$ cat config.mk
export PLATFORM = sky130hd
export DESIGN_NAME = mux_arb_n_x1_flat
export DESIGN_NICKNAME = d
export VERILOG_FILES = /design/src/rtl/mux_arb_n_x1_if.sv /design/src/rtl/mux_arb_n_x1.sv /design/src/flat_wrapper.sv
export SDC_FILE = /design/constraint.sdc
export NUM_CORES = 1
export LEC_CHECK = 0
export ABC_AREA = 1
export CORE_ASPECT_RATIO = 0.7
export CORE_UTILIZATION = 37
export DETAILED_ROUTE_END_ITERATION = 16
export GPL_ROUTABILITY_DRIVEN = 0
export PLACE_DENSITY_LB_ADDON = 0.1
export SYNTH_ARGS = -nofsm -noshare
export SYNTH_HDL_FRONTEND = slang
export SYNTH_SLANG_ARGS = --single-unit
$ cat constraint.sdc
create_clock -name i_clk -period 3.8 [get_ports i_clk]
set_input_delay 0.95 -clock i_clk [delete_from_list [all_inputs] [get_ports i_clk]]
set_output_delay 0.95 -clock i_clk [all_outputs]
set_load 0.05 [all_outputs]
$ cat src/rtl/mux_arb_n_x1_if.sv
// Handshake bundle for mux_arb_n_x1: N request channels in, one registered channel out.
// slave is the arbiter's view, master the producers'/consumer's view.
interface mux_arb_n_x1_if #(
    parameter int unsigned DATA_WIDTH = 32,
    parameter int unsigned NUM_INPUTS = 4
);
    localparam int unsigned SEL_WIDTH = (NUM_INPUTS > 1) ? $clog2(NUM_INPUTS) : 1;

    logic [NUM_INPUTS-1:0]            i_valid;
    logic [NUM_INPUTS*DATA_WIDTH-1:0] i_data;
    logic [NUM_INPUTS-1:0]            o_ready;
    logic                             o_valid;
    logic [DATA_WIDTH-1:0]            o_data;
    logic [SEL_WIDTH-1:0]             o_sel;
    logic                             i_ready;

    modport slave (
        input  i_valid,
        input  i_data,
        input  i_ready,
        output o_ready,
        output o_valid,
        output o_data,
        output o_sel
    );

    modport master (
        output i_valid,
        output i_data,
        output i_ready,
        input  o_ready,
        input  o_valid,
        input  o_data,
        input  o_sel
    );
endinterface

$ cat src/rtl/mux_arb_n_x1.sv
// N-to-1 arbitrated multiplexer with valid/ready on every side and a one-entry output register.
// Fixed-priority (lowest index) or round-robin grant; one transfer per cycle while downstream is ready.
module mux_arb_n_x1 #(
    parameter int unsigned DATA_WIDTH = 32,
    parameter int unsigned NUM_INPUTS = 4,
    parameter int unsigned RR_MODE    = 1
) (
    input logic           i_clk,
    input logic           i_rst,
    mux_arb_n_x1_if.slave bus
);
    localparam int unsigned SEL_WIDTH = (NUM_INPUTS > 1) ? $clog2(NUM_INPUTS) : 1;
    localparam logic [SEL_WIDTH:0]   NumIn   = (SEL_WIDTH + 1)'(NUM_INPUTS);
    localparam logic [SEL_WIDTH-1:0] LastIdx = SEL_WIDTH'(NUM_INPUTS - 1);

    logic                  valid_q;
    logic [DATA_WIDTH-1:0] data_q;
    logic [SEL_WIDTH-1:0]  sel_q;
    logic [SEL_WIDTH-1:0]  ptr_q;
    logic [SEL_WIDTH-1:0]  ptr_d;

    logic                  load;
    logic                  found;
    logic                  xfer_in;
    logic [SEL_WIDTH-1:0]  start;
    logic [SEL_WIDTH-1:0]  win;
    logic [SEL_WIDTH:0]    cand;
    logic [DATA_WIDTH-1:0] win_data;

    // Search upward from the start index with wrap; the extra bit keeps start+offset exact.
    always_comb begin
        start    = (RR_MODE != 0) ? ptr_q : '0;
        found    = 1'b0;
        win      = '0;
        cand     = '0;
        win_data = '0;
        for (int unsigned off = 0; off < NUM_INPUTS; off++) begin
            cand = {1'b0, start} + (SEL_WIDTH + 1)'(off);
            if (cand >= NumIn) begin
                cand = cand - NumIn;
            end
            if (!found && bus.i_valid[cand[SEL_WIDTH-1:0]]) begin
                found = 1'b1;
                win   = cand[SEL_WIDTH-1:0];
            end
        end
        for (int unsigned k = 0; k < NUM_INPUTS; k++) begin
            if (win == SEL_WIDTH'(k)) begin
                win_data = bus.i_data[k*DATA_WIDTH +: DATA_WIDTH];
            end
        end
    end

    assign load    = !valid_q || bus.i_ready;
    assign xfer_in = load && found;
    assign ptr_d   = (win == LastIdx) ? '0 : win + 1'b1;

    // Reset gates the grant so o_ready falls together with the held word.
    always_comb begin
        bus.o_ready = '0;
        if (xfer_in && !i_rst) begin
            bus.o_ready[win] = 1'b1;
        end
    end

    always_ff @(posedge i_clk or posedge i_rst) begin
        if (i_rst) begin
            valid_q <= 1'b0;
            data_q  <= '0;
            sel_q   <= '0;
            ptr_q   <= '0;
        end else if (xfer_in) begin
            valid_q <= 1'b1;
            data_q  <= win_data;
            sel_q   <= win;
            if (RR_MODE != 0) begin
                ptr_q <= ptr_d;
            end
        end else if (valid_q && bus.i_ready) begin
            // Word consumed with nothing to replace it; data and index stay as last loaded.
            valid_q <= 1'b0;
        end
    end

    assign bus.o_valid = valid_q;
    assign bus.o_data  = data_q;
    assign bus.o_sel   = sel_q;
endmodule

$ cat src/flat_wrapper.sv
// flat-port wrapper written by rule: the top's interface ports become plain ports
module mux_arb_n_x1_flat 
#(
    parameter int unsigned DATA_WIDTH = 32,
    parameter int unsigned NUM_INPUTS = 4,
    parameter int unsigned RR_MODE    = 1
)
  (i_clk, i_rst, bus_i_valid, bus_i_data, bus_i_ready, bus_o_ready, bus_o_valid, bus_o_data, bus_o_sel);
  mux_arb_n_x1_if #(.DATA_WIDTH(DATA_WIDTH), .NUM_INPUTS(NUM_INPUTS)) bus_i ();
  input logic i_clk;
  input logic i_rst;
  input wire logic [$bits(bus_i.i_valid)-1:0] bus_i_valid;
  input wire logic [$bits(bus_i.i_data)-1:0] bus_i_data;
  input wire logic [$bits(bus_i.i_ready)-1:0] bus_i_ready;
  output wire logic [$bits(bus_i.o_ready)-1:0] bus_o_ready;
  output wire logic [$bits(bus_i.o_valid)-1:0] bus_o_valid;
  output wire logic [$bits(bus_i.o_data)-1:0] bus_o_data;
  output wire logic [$bits(bus_i.o_sel)-1:0] bus_o_sel;
  assign bus_i.i_valid = bus_i_valid;
  assign bus_i.i_data = bus_i_data;
  assign bus_i.i_ready = bus_i_ready;
  assign bus_o_ready = bus_i.o_ready;
  assign bus_o_valid = bus_i.o_valid;
  assign bus_o_data = bus_i.o_data;
  assign bus_o_sel = bus_i.o_sel;
  mux_arb_n_x1 #(.DATA_WIDTH(DATA_WIDTH), .NUM_INPUTS(NUM_INPUTS), .RR_MODE(RR_MODE)) u_core (.i_clk(i_clk), .i_rst(i_rst), .bus(bus_i));
endmodule
Yosys cells after proc, flatten, opt, wreduce, memory -nomap -nowiden
Cells that the tools add are included.
{ "word_totals": {"output_inout_bits": 39, "elab_cells": 70, "ff_bits": 37, "inputBits": 135} }
{ "op_classes": {"n_mux": 30, "reduce_logical": 15, "add_sub_neg": 8, "n_eq_ne": 3, "n_lt_le_gt_ge": 10} }
{ "op_table": {"columns": ["cell", "count"], "rows": [
  ["two-way mux 32 bit", 4],
  ["two-way mux 2 bit", 9],
  ["< comparator 2 x 3 -> 1 bit (second input constant)", 5],
  ["two-way mux 1 bit", 11],
  [">= comparator 3 bit (second input constant)", 3],
  ["binary-select mux 1 bit (select 2 bit)", 4],
  ["subtractor 2 x 1 -> 2 bit (second input constant)", 4],
  ["logical AND 1 bit", 7],
  ["adder 2 x 2 -> 3 bit (second input constant)", 2],
  ["zero test 1 bit", 5],
  ["== test 2 bit (second input constant)", 2],
  ["two-way mux 4 bit", 1],
  ["adder 2 x 1 -> 3 bit (second input constant)", 1],
  [">= comparator 2 x 3 -> 1 bit (second input constant)", 1],
  ["adder 2 x 1 -> 2 bit (second input constant)", 1],
  ["demux 1 bit (select 2 bit)", 1],
  ["== test 2 x 1 -> 1 bit (second input constant)", 1],
  [">= comparator 2 x 1 -> 1 bit (second input constant)", 1],
  ["zero test 2 bit", 1],
  ["nonzero test 2 bit", 1],
  ["logical OR 1 bit", 1]
]} }

Logic depth before layout (Yosys ltp)
{ "depth": {"word_depth": 19, "depth_mapped": 20, "ltp_nobuf": 18} }

Least setup slack after synthesis
OpenSTA, ideal clock, no wires.
{ "synth_timing": {"path_kind": "input to output", "startpoint": "input bus_i_valid[0]", "endpoint": "output bus_o_ready[3]", "n_path_buf": 2, "stages": 14, "setup_slack_ns": -0.193, "t_arrival_ns": 3.043, "t_required_ns": 2.850, "cell_sequence": "inv_1 -> nand2_1 -> nand3_1 -> nand2_1 -> nor2_4 -> nand3_1 -> nand3_1 -> nand2_1 -> inv_1 -> ha_1 -> clkbuf_1 -> clkbuf_1 -> inv_1 -> nor2_1"} }
{ "synth_via": {"elab_chain_len": 17, "word_cells_on_any_way": 30, "cone_classes": "order compare (2); mux (19); reduce/logical (9)"} }
{ "synth_lines": {"columns": ["element", "line_no", "rtl"], "rows": [
  ["from (decl)", "flat_wrapper.sv:12", "input wire logic [$bits(bus_i.i_valid)-1:0] bus_i_valid;"],
  ["binary-select mux 1 bit (select 2 bit)", "mux_arb_n_x1.sv:42", "if (!found && bus.i_valid[cand[SEL_WIDTH-1:0]]) begin"],
  ["two-way mux 1 bit (not written as such)", "mux_arb_n_x1.sv:42", null],
  ["two-way mux 1 bit", "mux_arb_n_x1.sv:42", null],
  ["zero test 1 bit", "mux_arb_n_x1.sv:42", null],
  ["logical AND 1 bit", "mux_arb_n_x1.sv:42", null],
  ["two-way mux 1 bit", "mux_arb_n_x1.sv:42", null],
  ["zero test 1 bit", "mux_arb_n_x1.sv:42", null],
  ["logical AND 1 bit", "mux_arb_n_x1.sv:42", null],
  ["(+2 left out)", null, null],
  ["logical AND 1 bit", "mux_arb_n_x1.sv:42", null],
  ["two-way mux 2 bit (*)", "mux_arb_n_x1.sv:42", null],
  ["net u_core.win[1]", "mux_arb_n_x1.sv:26", "logic [SEL_WIDTH-1:0] win;"],
  ["< comparator 2 x 3 -> 1 bit (not written as such) / >= comparator 2 x 1 -> 1 bit (equally long branches)", "mux_arb_n_x1.sv:62", "bus.o_ready[win] = 1'b1;"],
  ["logical AND 1 bit (not written as such)", "mux_arb_n_x1.sv:62", null],
  ["two-way mux 1 bit (not written as such)", "mux_arb_n_x1.sv:62", null],
  ["demux 1 bit (select 2 bit) (*)", null, null],
  ["two-way mux 4 bit (*)", "mux_arb_n_x1.sv:61", "if (xfer_in && !i_rst) begin"],
  ["to (decl)", "flat_wrapper.sv:15", "output wire logic [$bits(bus_i.o_ready)-1:0] bus_o_ready;"]
]} }
The timed path passes the listed nets; every way through them passes the cells marked *. The select of a mux whose other input is x is not followed.

Final worst setup path
{ "layout_timing": {"startpoint": "input bus_i_valid[0]", "endpoint": "output bus_o_ready[1]"} }
Same word-level chain as after synthesis.

==> impl_metrics.env <==
export IMPL_port_buffers=173
export IMPL_areaGrowthSynthToFinish_pct=74.6
export IMPL_vias=3367
export IMPL_numClockSinks=37
export IMPL_drc=0
export IMPL_dp_hpwl_microns=6830
export IMPL_path_max_fanout=3
export IMPL_clock_skew_ns=0.00680
export IMPL_synth_seq_area_share_pct=34.4
export IMPL_slowest_stage="clkdlybuf4s50_1"
export IMPL_min_period_ns=3.72
export IMPL_drive_above_1_share_pct=7.64
export IMPL_root_buffer="clkbuf_8"
export IMPL_hold_violations=0
export IMPL_setup_viol=0
export IMPL_cts_tree="built"
export IMPL_critPathCaptureType="output pin"
export IMPL_worstHoldPathType="reg -> reg"
export IMPL_htree_levels=2
export IMPL_grt_pass1_vias=3113
export IMPL_cp_arrival_ns=2.77
export IMPL_syn_nets=580
export IMPL_die_y_microns=73.3
export IMPL_cap_violations=0
export IMPL_worstSetupPathType="in -> out"
export IMPL_status="completed"
export IMPL_synth_edff_count=0
export IMPL_start_util_pct=39.1
export IMPL_reg2reg_depth=19
export IMPL_viasPerCell=4.84
export IMPL_crit_buf_inv=5
export IMPL_grt_pass1_wl_microns=14600
export IMPL_yosys_warnings=0
export IMPL_insertion_delay_ns=0.29
export IMPL_synth_area_top_cells="dfrtp_1 34%, nand2_1 32%, o21ai_0 11%, a21oi_1 6.0%, clkbuf_1 2.4%"
export IMPL_async_reset_ff_share_pct=100
export IMPL_grt_remaining_overflow=0
export IMPL_final_nets=740
export IMPL_tightest_slew_ns=0.568
export IMPL_cp_required_ns=2.85
export IMPL_drt_iter0_markers=154
export IMPL_synth_largest_area_cell="dfrtp_1"
export IMPL_top_usage_layer="met2"
export IMPL_insertedDiodeCount=0
export IMPL_ys_ff_latch=37
export IMPL_grt_setup_unrepaired="true"
export IMPL_path_clk_slew_ns=0.07
export IMPL_drv_slew=0
export IMPL_grt_usage_pct=24.0
export IMPL_dieArea_sq_mm=0.00762
export IMPL_cp_start_kind="input port"
export IMPL_period_share_pct=97.9
export IMPL_die_x_microns=104
export IMPL_synth_top_flop_cell="dfrtp_1"
export IMPL_wl_per_cell_microns=13.5
export IMPL_drt_pass1_iterations=4
export IMPL_clockBufferDepth=2
export IMPL_met3_usage_pct=5.50
export IMPL_postCtsSetupBuffers=0
export IMPL_whs_ns=0.477
export IMPL_row_count=25
export IMPL_wirelength_microns=9390
export IMPL_synth_cell_types=20
export IMPL_yosysMostFrequentCell="nand2_1"
export IMPL_cpPeakStageDelay_ns=0.47
export IMPL_synthTopCellsByCount="229 x nand2_1, 61 x o21ai_0, 37 x dfrtp_1, 32 x a21oi_1, 17 x clkbuf_1"
export IMPL_synth_top_cell_area_share_pct=34.4
export IMPL_ios=174
export IMPL_grt_max_degree=65
export IMPL_path_depth=13
export IMPL_slew_headroom_pct=62.0
export IMPL_clock_fmax_mhz=269
export IMPL_avgSynthCellArea_sq_um=6.10
export IMPL_antenna_left=0
export IMPL_cts_buffers=5
export IMPL_antenna_found_initial=0
export IMPL_synth_area_sq_mm=0.00269
export IMPL_core_sq_mm=0.00688
export IMPL_holdPathStages=2
export IMPL_crit_family="buffers and inverters"
export IMPL_met2_usage_pct=44.8
export IMPL_grtUsageMet1_pct=28.7
export IMPL_synthCells=441
export IMPL_cp_cell_sequence="clkdlybuf4s50_1 > inv_1 > nand2_1 > nand3_1 > nand2_1 > nand3_1 > nand3_2 > nand3_4 > inv_2 > ha_1 > inv_1 > nor2_4 > buf_12"
-- metal layers --
layer  routed length [microns]  up-vias
met5                         0        -
met3                       639        6
met4                        53        0
met2                      4610      131
li1                          -     1718
met1                      4090     1512
-- placed cells by master, fill, tap and decap left out --
cell type | netlist | final
ha_2 | 0 | 1
nor2_2 | 0 | 4
inv_2 | 2 | 3
inv_1 | 15 | 13
ha_1 | 4 | 3
a21oi_1 | 32 | 32
nand2_1 | 229 | 224
bufinv_16 | 0 | 2
clkbuf_8 | 0 | 5
buf_12 | 0 | 4
clkinv_2 | 0 | 1
nand2_2 | 3 | 8
buf_4 | 0 | 9
dlymetal6s2s_1 | 0 | 1
clkdlybuf4s50_1 | 0 | 168
nand3_4 | 0 | 1
o21ai_0 | 61 | 61
inv_4 | 1 | 1
nand4_1 | 2 | 2
nand3_1 | 10 | 6
nand3_2 | 1 | 4
clkinv_1 | 0 | 1
o21ai_1 | 8 | 8
dfrtp_1 | 37 | 37
nand2_4 | 1 | 1
nor2_4 | 1 | 2
-- flip-flops by register name, summed over array words and instances, names as in the netlist --
register,cells
u_core.bus.o_data,32
u_core.bus.o_sel,2
u_core.ptr_q,2
u_core.bus.o_valid,1
-- final cells by class --
| type | count | area, sq um |
|---|---|---|
| clock buffers | 5 | 68.8 |
| clock inverters | 3 | 65.1 |
| fillers | 590 | 2180 |
| inverters | 18 | 70.1 |
| multi-input cells | 357 | 1610 |
| flip-flops and latches | 37 | 926 |
| well taps | 94 | 118 |
| repair buffers | 182 | 1840 |
-- worst reg2reg max path, stage by stage, from the launching register on --
cell,delay [ns]
dfrtp_1,0.59
inv_4,0.11
nand2_1,0.10
nand2_2,0.07
nand2_2,0.10
nand2_2,0.08
nor2_4,0.15
nand3_2,0.16
nand3_4,0.15
inv_2,0.05
ha_1,0.21
buf_4,0.26
nor2_2,0.17
buf_4,0.24
nand2_1,0.09
nand2_1,0.07
o21ai_0,0.08
o21ai_0,0.17
nand2_1,0.07
nand2_1,0.07
-- kinds of logic after synthesis --
kind of cell,count (synthesis),share of synthesized area (%)
compound gates,101,18.8
fa+ha+maj,4,1.86
buf+inv,47,8.05
flops,37,34.4
simple gates,252,36.9
-- metrics by stage --
| stage | setup WS, ns | cell area, sq um | setup TNS (ns) | util (%) | std cells |
|---|---|---|---|---|---|
| detailed placement | -0.0238 | 4510 | -0.0458 | 65.6 | 688 |
| global route | -0.0650 | 4700 | -0.103 | 68.3 | 696 |
| global placement | 0.0914 | 4510 | 0 | 65.6 | 688 |
| floorplan | 0.0144 | 2700 | 0 | - | 441 |
| CTS | 0.00178 | 4650 | 0 | 67.5 | 696 |
| finish | 0.0780 | 4700 | 0 | 68.3 | 696 |
-- what timing repair did --
action,in CTS,in global routing
gates resized for setup,0,14
hold buffers,0,0
setup endpoints to repair,0,16
-- path summary, 6_finish.rpt --
path	startpoint	to	slack, ns
max in group asynchronous	i_rst	u_core.bus.o_data[11]$_DFFE_PP0N_	2.36
worst min-delay path	u_core.bus.o_data[13]$_DFFE_PP0N_	u_core.bus.o_data[13]$_DFFE_PP0N_	0.48
worst max register to register	u_core.ptr_q[0]$_DFFE_PP0N_	u_core.bus.o_data[27]$_DFFE_PP0N_	0.77
min in group asynchronous	i_rst	u_core.bus.o_sel[0]$_DFFE_PP0N_	1.11
worst max-delay path	bus_i_valid[0]	bus_o_ready[1]	0.08
worst min register to register	u_core.bus.o_data[13]$_DFFE_PP0N_	u_core.bus.o_data[13]$_DFFE_PP0N_	0.48
Power is not shown: default switching activity piles up to over one toggle a cycle in this logic, so the estimate is an artifact.
